### config.mk
export PLATFORM = sky130hd
export DESIGN_NAME = ballot_collector_flat
export DESIGN_NICKNAME = d
export VERILOG_FILES = /design/src/rtl/vote_pkg.sv /design/src/rtl/ballot_collector_if.sv /design/src/rtl/ballot_check.sv /design/src/rtl/ballot_collector.sv /design/src/flat_wrapper.sv
export SDC_FILE = /design/constraint.sdc
export NUM_CORES = 1
export LEC_CHECK = 0
export CORE_ASPECT_RATIO = 0.5
export CORE_MARGIN = 2
export CORE_UTILIZATION = 50
export CTS_BUF_LIST = sky130_fd_sc_hd__clkbuf_4 sky130_fd_sc_hd__clkbuf_8
export CTS_CLUSTER_DIAMETER = 80
export CTS_CLUSTER_SIZE = 14
export DETAILED_ROUTE_END_ITERATION = 10
export PLACE_DENSITY = 0.81
export RECOVER_POWER = 100
export SYNTH_ARGS = -nofsm -noshare
export SYNTH_HDL_FRONTEND = slang
export SYNTH_SLANG_ARGS = --single-unit
### constraint.sdc
create_clock -name clk -period 2.4 [get_ports clk]
set_clock_uncertainty 0.2 [all_clocks]
set_input_delay 0.48 -clock clk [delete_from_list [all_inputs] [get_ports clk]]
set_output_delay 0.48 -clock clk [all_outputs]
set_load 0.01 [all_outputs]
### src/rtl/vote_pkg.sv
// Shared types and constants for the ballot intake path.
// Latency: n/a (declarations only).
// Backpressure: n/a.
package vote_pkg;

   localparam int N_CAND   = 3;
   localparam int N_VOTERS = 5;
   localparam int CNT_W    = 3;

   typedef logic [N_CAND-1:0] ballot_t;
   typedef logic [CNT_W-1:0]  cnt_t;

   typedef enum logic [1:0] {
      IDLE    = 2'd0,
      COLLECT = 2'd1,
      FULL    = 2'd2
   } state_t;

   typedef enum logic [1:0] {
      ONE_HOT   = 2'd0,
      ABSTAIN   = 2'd1,
      MALFORMED = 2'd2
   } ballot_class_t;

endpackage

### src/rtl/ballot_collector_if.sv
// Ballot offer handshake between a ballot source and the collector.
// Latency: n/a (wires only).
// Backpressure: source holds vote_data while vote_valid is high and vote_ready is low.
interface ballot_collector_if;
   import vote_pkg::*;

   logic    vote_valid;
   ballot_t vote_data;
   logic    vote_ready;
   logic    vote_reject;

   modport master (
      output vote_valid,
      output vote_data,
      input  vote_ready,
      input  vote_reject
   );

   modport slave (
      input  vote_valid,
      input  vote_data,
      output vote_ready,
      output vote_reject
   );

endinterface

### src/rtl/ballot_check.sv
// Classifies one ballot and produces the per-candidate tally increment.
// Latency: combinational, zero cycles.
// Backpressure: none; pure function of vote_data.
module ballot_check
   import vote_pkg::*;
(
   input  ballot_t              vote_data,
   output ballot_class_t        ballot_class,
   output logic [N_CAND-1:0]    tally_inc
);

   // Only a single set bit counts as a vote; zero bits is an abstention.
   always_comb begin
      ballot_class = MALFORMED;
      tally_inc    = '0;
      case (vote_data)
         3'b000: begin
            ballot_class = ABSTAIN;
         end
         3'b001, 3'b010, 3'b100: begin
            ballot_class = ONE_HOT;
            tally_inc    = vote_data;
         end
         default: begin
            ballot_class = MALFORMED;
         end
      endcase
   end

endmodule

### src/rtl/ballot_collector.sv
// Collects five validated ballots, keeps per-candidate tallies, presents the set.
// Latency: ballot accepted at edge t is visible (slot/count/tally) at t+1.
// Backpressure: vote_ready is registered from state only; low in IDLE and FULL.
module ballot_collector
   import vote_pkg::*;
(
   input  logic                 clk,
   input  logic                 rst_n,
   input  logic                 start,
   ballot_collector_if.slave    vote,
   output ballot_t              ballot_a,
   output ballot_t              ballot_b,
   output ballot_t              ballot_c,
   output ballot_t              ballot_d,
   output ballot_t              ballot_e,
   output logic                 ballots_valid,
   output cnt_t                 count,
   output cnt_t                 tally0,
   output cnt_t                 tally1,
   output cnt_t                 tally2
);

   state_t              state;
   ballot_t             slot [N_VOTERS];
   cnt_t                tally [N_CAND];
   cnt_t                count_q;
   logic                ready_q;
   logic                reject_q;
   logic                valid_q;

   ballot_class_t       ballot_class;
   logic [N_CAND-1:0]   tally_inc;
   logic                accept;

   ballot_check u_check (
      .vote_data    (vote.vote_data),
      .ballot_class (ballot_class),
      .tally_inc    (tally_inc)
   );

   // ready_q is only ever high in COLLECT, so it alone qualifies acceptance.
   assign accept = vote.vote_valid & ready_q;

   // State machine plus all stored data; start overrides any ballot in flight.
   always_ff @(posedge clk) begin
      if (!rst_n) begin
         state    <= IDLE;
         ready_q  <= 1'b0;
         reject_q <= 1'b0;
         valid_q  <= 1'b0;
         count_q  <= '0;
         for (int i = 0; i < N_VOTERS; i++) slot[i]  <= '0;
         for (int k = 0; k < N_CAND; k++)   tally[k] <= '0;
      end else if (start) begin
         state    <= COLLECT;
         ready_q  <= 1'b1;
         reject_q <= 1'b0;
         valid_q  <= 1'b0;
         count_q  <= '0;
         for (int i = 0; i < N_VOTERS; i++) slot[i]  <= '0;
         for (int k = 0; k < N_CAND; k++)   tally[k] <= '0;
      end else begin
         reject_q <= 1'b0;
         case (state)
            COLLECT: begin
               if (accept) begin
                  if (ballot_class == MALFORMED) begin
                     reject_q <= 1'b1;
                  end else begin
                     for (int i = 0; i < N_VOTERS; i++) begin
                        if (count_q == CNT_W'(i)) slot[i] <= vote.vote_data;
                     end
                     for (int k = 0; k < N_CAND; k++) begin
                        tally[k] <= tally[k] + {{(CNT_W-1){1'b0}}, tally_inc[k]};
                     end
                     count_q <= count_q + 1'b1;
                     if (count_q == CNT_W'(N_VOTERS - 1)) begin
                        state   <= FULL;
                        ready_q <= 1'b0;
                        valid_q <= 1'b1;
                     end
                  end
               end
            end
            FULL: begin
               ready_q <= 1'b0;
               valid_q <= 1'b1;
            end
            default: begin
               state   <= IDLE;
               ready_q <= 1'b0;
               valid_q <= 1'b0;
            end
         endcase
      end
   end

   assign vote.vote_ready  = ready_q;
   assign vote.vote_reject = reject_q;

   assign ballot_a      = slot[0];
   assign ballot_b      = slot[1];
   assign ballot_c      = slot[2];
   assign ballot_d      = slot[3];
   assign ballot_e      = slot[4];
   assign ballots_valid = valid_q;
   assign count         = count_q;
   assign tally0        = tally[0];
   assign tally1        = tally[1];
   assign tally2        = tally[2];

endmodule

### src/flat_wrapper.sv
// flat-port wrapper written by rule: the top's interface ports become plain ports
module ballot_collector_flat import vote_pkg::*;
  (clk, rst_n, start, ballot_a, ballot_b, ballot_c, ballot_d, ballot_e, ballots_valid, count, tally0, tally1, tally2, vote_vote_valid, vote_vote_data, vote_vote_ready, vote_vote_reject);
  ballot_collector_if vote_i ();
  input  logic clk;
  input  logic rst_n;
  input  logic start;
  output ballot_t ballot_a;
  output ballot_t ballot_b;
  output ballot_t ballot_c;
  output ballot_t ballot_d;
  output ballot_t ballot_e;
  output logic ballots_valid;
  output cnt_t count;
  output cnt_t tally0;
  output cnt_t tally1;
  output cnt_t tally2;
  input wire logic [$bits(vote_i.vote_valid)-1:0] vote_vote_valid;
  input wire logic [$bits(vote_i.vote_data)-1:0] vote_vote_data;
  output wire logic [$bits(vote_i.vote_ready)-1:0] vote_vote_ready;
  output wire logic [$bits(vote_i.vote_reject)-1:0] vote_vote_reject;
  assign vote_i.vote_valid = vote_vote_valid;
  assign vote_i.vote_data = vote_vote_data;
  assign vote_vote_ready = vote_i.vote_ready;
  assign vote_vote_reject = vote_i.vote_reject;
  ballot_collector u_core (.clk(clk), .rst_n(rst_n), .start(start), .vote(vote_i), .ballot_a(ballot_a), .ballot_b(ballot_b), .ballot_c(ballot_c), .ballot_d(ballot_d), .ballot_e(ballot_e), .ballots_valid(ballots_valid), .count(count), .tally0(tally0), .tally1(tally1), .tally2(tally2));
endmodule
# After elaboration in Yosys (flattened, before gate mapping)
# Memories as Yosys holds them, arrays and structs flattened.
# Cells that the tools add are included.
[totals] mem_bits_rw=24 out_inout_bits=30 inputBits=7 wordCells=139 mem_count=2 ff_bits=8
[memory_table] memory="u_core.slot" depth=5 width=3 read_ports=5 rd_ports_with_merged_regs=0 write_ports=5 line_no="ballot_collector.sv:24" rtl="ballot_t slot [N_VOTERS];"
[memory_table] memory="u_core.tally" depth=3 width=3 read_ports=3 rd_ports_with_merged_regs=0 write_ports=3 line_no="ballot_collector.sv:25" rtl="cnt_t tally [N_CAND];"
[op_classes] n_reduce_logical=10 n_bitwise=22 eq_ne=17 mux=78 n_addsub=4
[ops] cell="1-bit 2-to-1 mux" n=55
[ops] cell="3-bit 2-to-1 mux" n=17
[ops] cell="1-bit bitwise OR" n=16
[ops] cell="3-bit by 1-bit adder with 3-bit output" n=3
[ops] cell="3-bit by 2-bit == test with 1-bit output, second input constant" n=3
[ops] cell="3-bit AND reduction" n=3
[ops] cell="2-bit one-hot mux with 2 select lines" n=2
[ops] cell="4-bit AND reduction" n=2
[ops] cell="3-bit by 1-bit == test with 1-bit output, second input constant" n=2
[ops] cell="3-bit == test, second input constant" n=2
[ops] cell="3-bit zero test" n=2
[ops] cell="2-bit 2-to-1 mux" n=3
[ops] cell="3-bit by 2-bit inequality test with 1-bit output, second input constant" n=2
[ops] cell="1-bit inverter" n=5
[ops] cell="2-bit == test, second input constant" n=2
[ops] cell="2-bit by 1-bit inequality test with 1-bit output, second input constant" n=2
[ops] cell="2-bit inequality test, second input constant" n=2
[ops] cell="4-bit OR reduction" n=1
[ops] cell="3-bit by 1-bit adder with 3-bit output, second input constant" n=1
[ops] cell="3-bit inequality test, second input constant" n=1
[ops] cell="3-bit OR reduction" n=1
[ops] cell="2-bit by 1-bit == test with 1-bit output, second input constant" n=1
[ops] cell="1-bit one-hot mux with 2 select lines" n=1
[ops] cell="2-bit OR reduction" n=1
[ops] cell="1-bit bitwise AND" n=1

# Longest topological paths before layout
[depth] depth_word=11 mapped_depth=6

# By module
# Synthesis repeated with hierarchy kept, for this count alone.
[hier_totals] hier_cells=118 hier_area_um2=1505.2
[modules_own_cells] module="ballot_collector" seq_area_each_um2=880.8 area_per_inst_um2=1466.4 instances=1 cells_each=113
[modules_own_cells] module="ballot_check" seq_area_each_um2=0.0 area_per_inst_um2=38.8 instances=1 cells_each=5

# Worst setup path after synthesis
# No wires, ideal clock.
[synth_path] path_kind="input to register" startpoint="in vote_vote_data[1]" endpoint="mem u_core.slot[0][0] (netlist name) (data pin)" path_stages=4 required_time_ns=1.975 arrival_ns=1.590 setup_time_ns=0.225 slack_ns=0.384 n_path_buf=1 path_cell_list="maj3_2 -> or3_1 -> buf_2 -> nor3b_1"
[synth_lines] element="from (decl)" line_no="flat_wrapper.sv:19" rtl="input wire logic [$bits(vote_i.vote_data)-1:0] vote_vote_data;"
[synth_lines] element="to (decl)" line_no="ballot_collector.sv:24"

==> impl_metrics.env <==
export IMPL_min_path_type="reg2reg"
export IMPL_clock_sinks=32
export IMPL_fin_nets=188
export IMPL_hp_start="u_core.ballots_valid"
export IMPL_drt_first_iter_violations=88
export IMPL_synth_cells=112
export IMPL_crit_start="vote_vote_data[1]"
export IMPL_worst_ep_required_time_ps=2140
export IMPL_fillCellCount=170
export IMPL_finalPower_mw=1.24
export IMPL_std_cell_rows=13
export IMPL_track_usage_pct=21.5
export IMPL_placed_cell_area_um2=1970
export IMPL_synth_top_cells_by_area="edfxtp_1 (50%), ha_1 (11%), dfxtp_1 (11%)"
export IMPL_syn_to_final_growth_pct=41.5
export IMPL_tns_ps=0
export IMPL_core_um2=2670
export IMPL_path_clk_slew_ps=70
export IMPL_die_width_um=80.0
export IMPL_r2r_end="u_core.slot[0][5]"
export IMPL_p_leak_nw=0.871
export IMPL_syn_nets=132
export IMPL_power_density_nw_per_um2=607
export IMPL_setup_violations_final=0
export IMPL_post_cts_buffers=0
export IMPL_gp_congestion=0.774
export IMPL_crit_cells=5
export IMPL_outcome="finished, final reports clean"
export IMPL_postLayoutCellArea_um2=2040
export IMPL_grt_setup_unrepaired="no"
export IMPL_drt_wl_total_um=3170
export IMPL_path_class="in2reg"
export IMPL_final_core_util_pct=76.6
export IMPL_via_per_inst=5.21
export IMPL_ys_seq_elements=32
export IMPL_grt_pass1_vias=1082
export IMPL_async_reset_ff_share_pct=0
export IMPL_hold_buffers=0
export IMPL_worst_r2r_startpoint="u_core.count[0]"
export IMPL_synth_top_cell_by_area="edfxtp_1"
export IMPL_cts_htree_levels=2
export IMPL_place_detailed_hpwl_um=2410
export IMPL_layout_min_cycle_time_ps=2300
export IMPL_clock_fmax_mhz=435
export IMPL_ys_warn_count=0
export IMPL_worstMarginPinSlew_ps=448
export IMPL_synth_seq_area_share_pct=61.0
export IMPL_cp_end_kind="flop"
export IMPL_cts_buffer_depth=2
export IMPL_antenna_found_initial=0
export IMPL_synth_edff_count=24
export IMPL_whs_ps=266
export IMPL_grt_pass1_wl_um=5270
export IMPL_grt_ovfl_total=0
export IMPL_yosys_most_used_dff="edfxtp_1"
export IMPL_n_antenna_cell=0
export IMPL_cts_root_buf="clkbuf_8"
export IMPL_critical_path_max_stage_delay_ps=460
export IMPL_period_share_pct=95.7
export IMPL_yosysTopAreaCellShare_pct=49.9
export IMPL_critical_path_top_delay_family="buffers and inverters"
export IMPL_tritoncts="built"
export IMPL_crit_path_top_delay_cell="clkdlybuf4s50_1"
export IMPL_start_util_pct=54.2
export IMPL_io_pins=37
export IMPL_critPathBufInv=2
export IMPL_synth_cell_types=26
export IMPL_remaining_drc_errors=0
export IMPL_arrival_ps=2030
export IMPL_drv_cap=0
export IMPL_insertion_delay_ps=280
export IMPL_slew_viol_final=0
export IMPL_endpoint="u_core.tally[0][6]"
export IMPL_drtPass1Iterations=4
export IMPL_cts_buffers=5
export IMPL_port_buffers=36
export IMPL_syn_area_um2=1450
export IMPL_dr_total_vias=1074
export IMPL_reg2regPathDepth=6
export IMPL_cts_resized=0
export IMPL_crit_chain="clkdlybuf4s50_1, maj3_2, or2_0, nand2_1, dlymetal6s2s_1"
export IMPL_ff2ff_setup_slack_ps=220
export IMPL_dieArea_um2=3360
export IMPL_drtAntennaViolNets=0
export IMPL_hold_viol=0
export IMPL_ir_worst_vdd_mv=0.323
export IMPL_wl_per_cell_um=15.4
export IMPL_die_h_um=42.0
export IMPL_postSynthAreaPerCell_um2=12.9
export IMPL_grt_max_degree=12
export IMPL_drive_gt1_share_pct=11.8
export IMPL_crit_fanout=9
export IMPL_max_slew_margin_pct=70.1
export IMPL_start_kind="primary input"
==> power breakdown <==
group	switching [mW]	total [mW]	leakage (nW)	internal, mW
logic	0.0513	0.106	0.484	0.0550
clock network	0.206	0.513	0.0541	0.307
registers	0.00940	0.622	0.332	0.613
total	0.267	1.24	0.871	0.975
==> Yosys cell counts, types with 2 or more instances <==
cell	number
a211oi_1	2
a21o_1	4
a21oi_1	4
and2_1	6
buf_2	3
dfxtp_1	8
edfxtp_1	24
ha_1	13
inv_1	6
nand2_1	4
nand2b_1	2
nor2_1	4
nor3_1	3
nor3b_1	8
o21ai_0	6
or3_1	3
xnor2_1	3
==> worst min-delay path by stage <==
stage / to / cells after the start / slack, ps
6_report: u_core.ballots_valid / 2 / 270
5_1_grt: u_core.ballots_valid / 2 / 300
4_1_cts: u_core.ballots_valid / 2 / 270
3_5_place_dp: u_core.ballots_valid / 2 / 260
3_3_place_gp: u_core.ballots_valid / 2 / 250
2_1_floorplan: u_core.state[1] / 2 / 250
==> state kept, by name (all words and copies together), names as in the netlist <==
register,flops
u_core.state,2
u_core.vote.vote_reject,1
u_core.vote.vote_ready,1
u_core.count,3
u_core.tally,9
u_core.ballots_valid,1
u_core.slot,15
==> logic make-up after synthesis <==
logic type               after synthesis  synth area share [%]
AO/OA/AOI/OAI                         17                  7.10
XOR/XNOR                               3                  1.82
adder cells (fa/ha/maj)               14                  12.0
buffers and inverters                  9                  2.60
flip-flops                            32                  61.0
multiplexers                           1                 0.693
AND/OR/NAND/NOR                       36                  14.8
==> cell usage in the layout (no fill, tap or decap), drive strengths merged, types with 2 or more instances in the layout <==
cell / synthesis / layout
a211oi: 2 / 2
a21o: 4 / 4
a21oi: 4 / 4
and2: 6 / 6
buf: 3 / 7
clkbuf: 0 / 13
clkdlybuf4s50: 0 / 6
dfxtp: 8 / 8
dlygate4sd3: 0 / 30
edfxtp: 24 / 24
ha: 13 / 13
inv: 6 / 6
nand2: 4 / 4
nand2b: 2 / 2
nor2: 4 / 4
nor3: 4 / 4
nor3b: 8 / 8
o21ai: 6 / 6
or2: 2 / 2
or3: 3 / 3
xnor2: 3 / 3
==> stage by stage <==
step                setup slack (ps)  instances
global route                    20.4        206
global placement                25.2        198
detailed placement              -103        198
CTS                              193        206
floorplan                        384        112
finish                           104        206
==> worst reg2reg max path: cells and delay by family (launching register included) <==
family	cells	cell delay (ps)
flops	1	440
compound gates	1	420
simple gates	2	390
buf+inv	2	260
fa+ha+maj	1	210
==> routing by layer <==
layer / vias to the layer above / share of wire (%) / GRT usage [%] / routed length [um]
li1: 517 / - / - / -
met1: 525 / 45 / 28.1 / 1440
met2: 27 / 50 / 35.3 / 1580
met3: 5 / 3.7 / 5.17 / 117
met4: 0 / 1.1 / 7.12 / 35
met5: - / 0 / 0 / 0
==> final cells by class <==
cell class / count / area [um2] / area share (%)
sequential: 32 / 881 / 43.1
tap: 37 / 46.3 / 2.26
multi-input combinational: 71 / 522 / 25.5
timing repair buffer: 52 / 462 / 22.6
inverter: 6 / 22.5 / 1.10
clock inverter: 3 / 42.5 / 2.08
clock buffer: 5 / 68.8 / 3.37
Note: power is estimated with default switching activity, not from simulation.
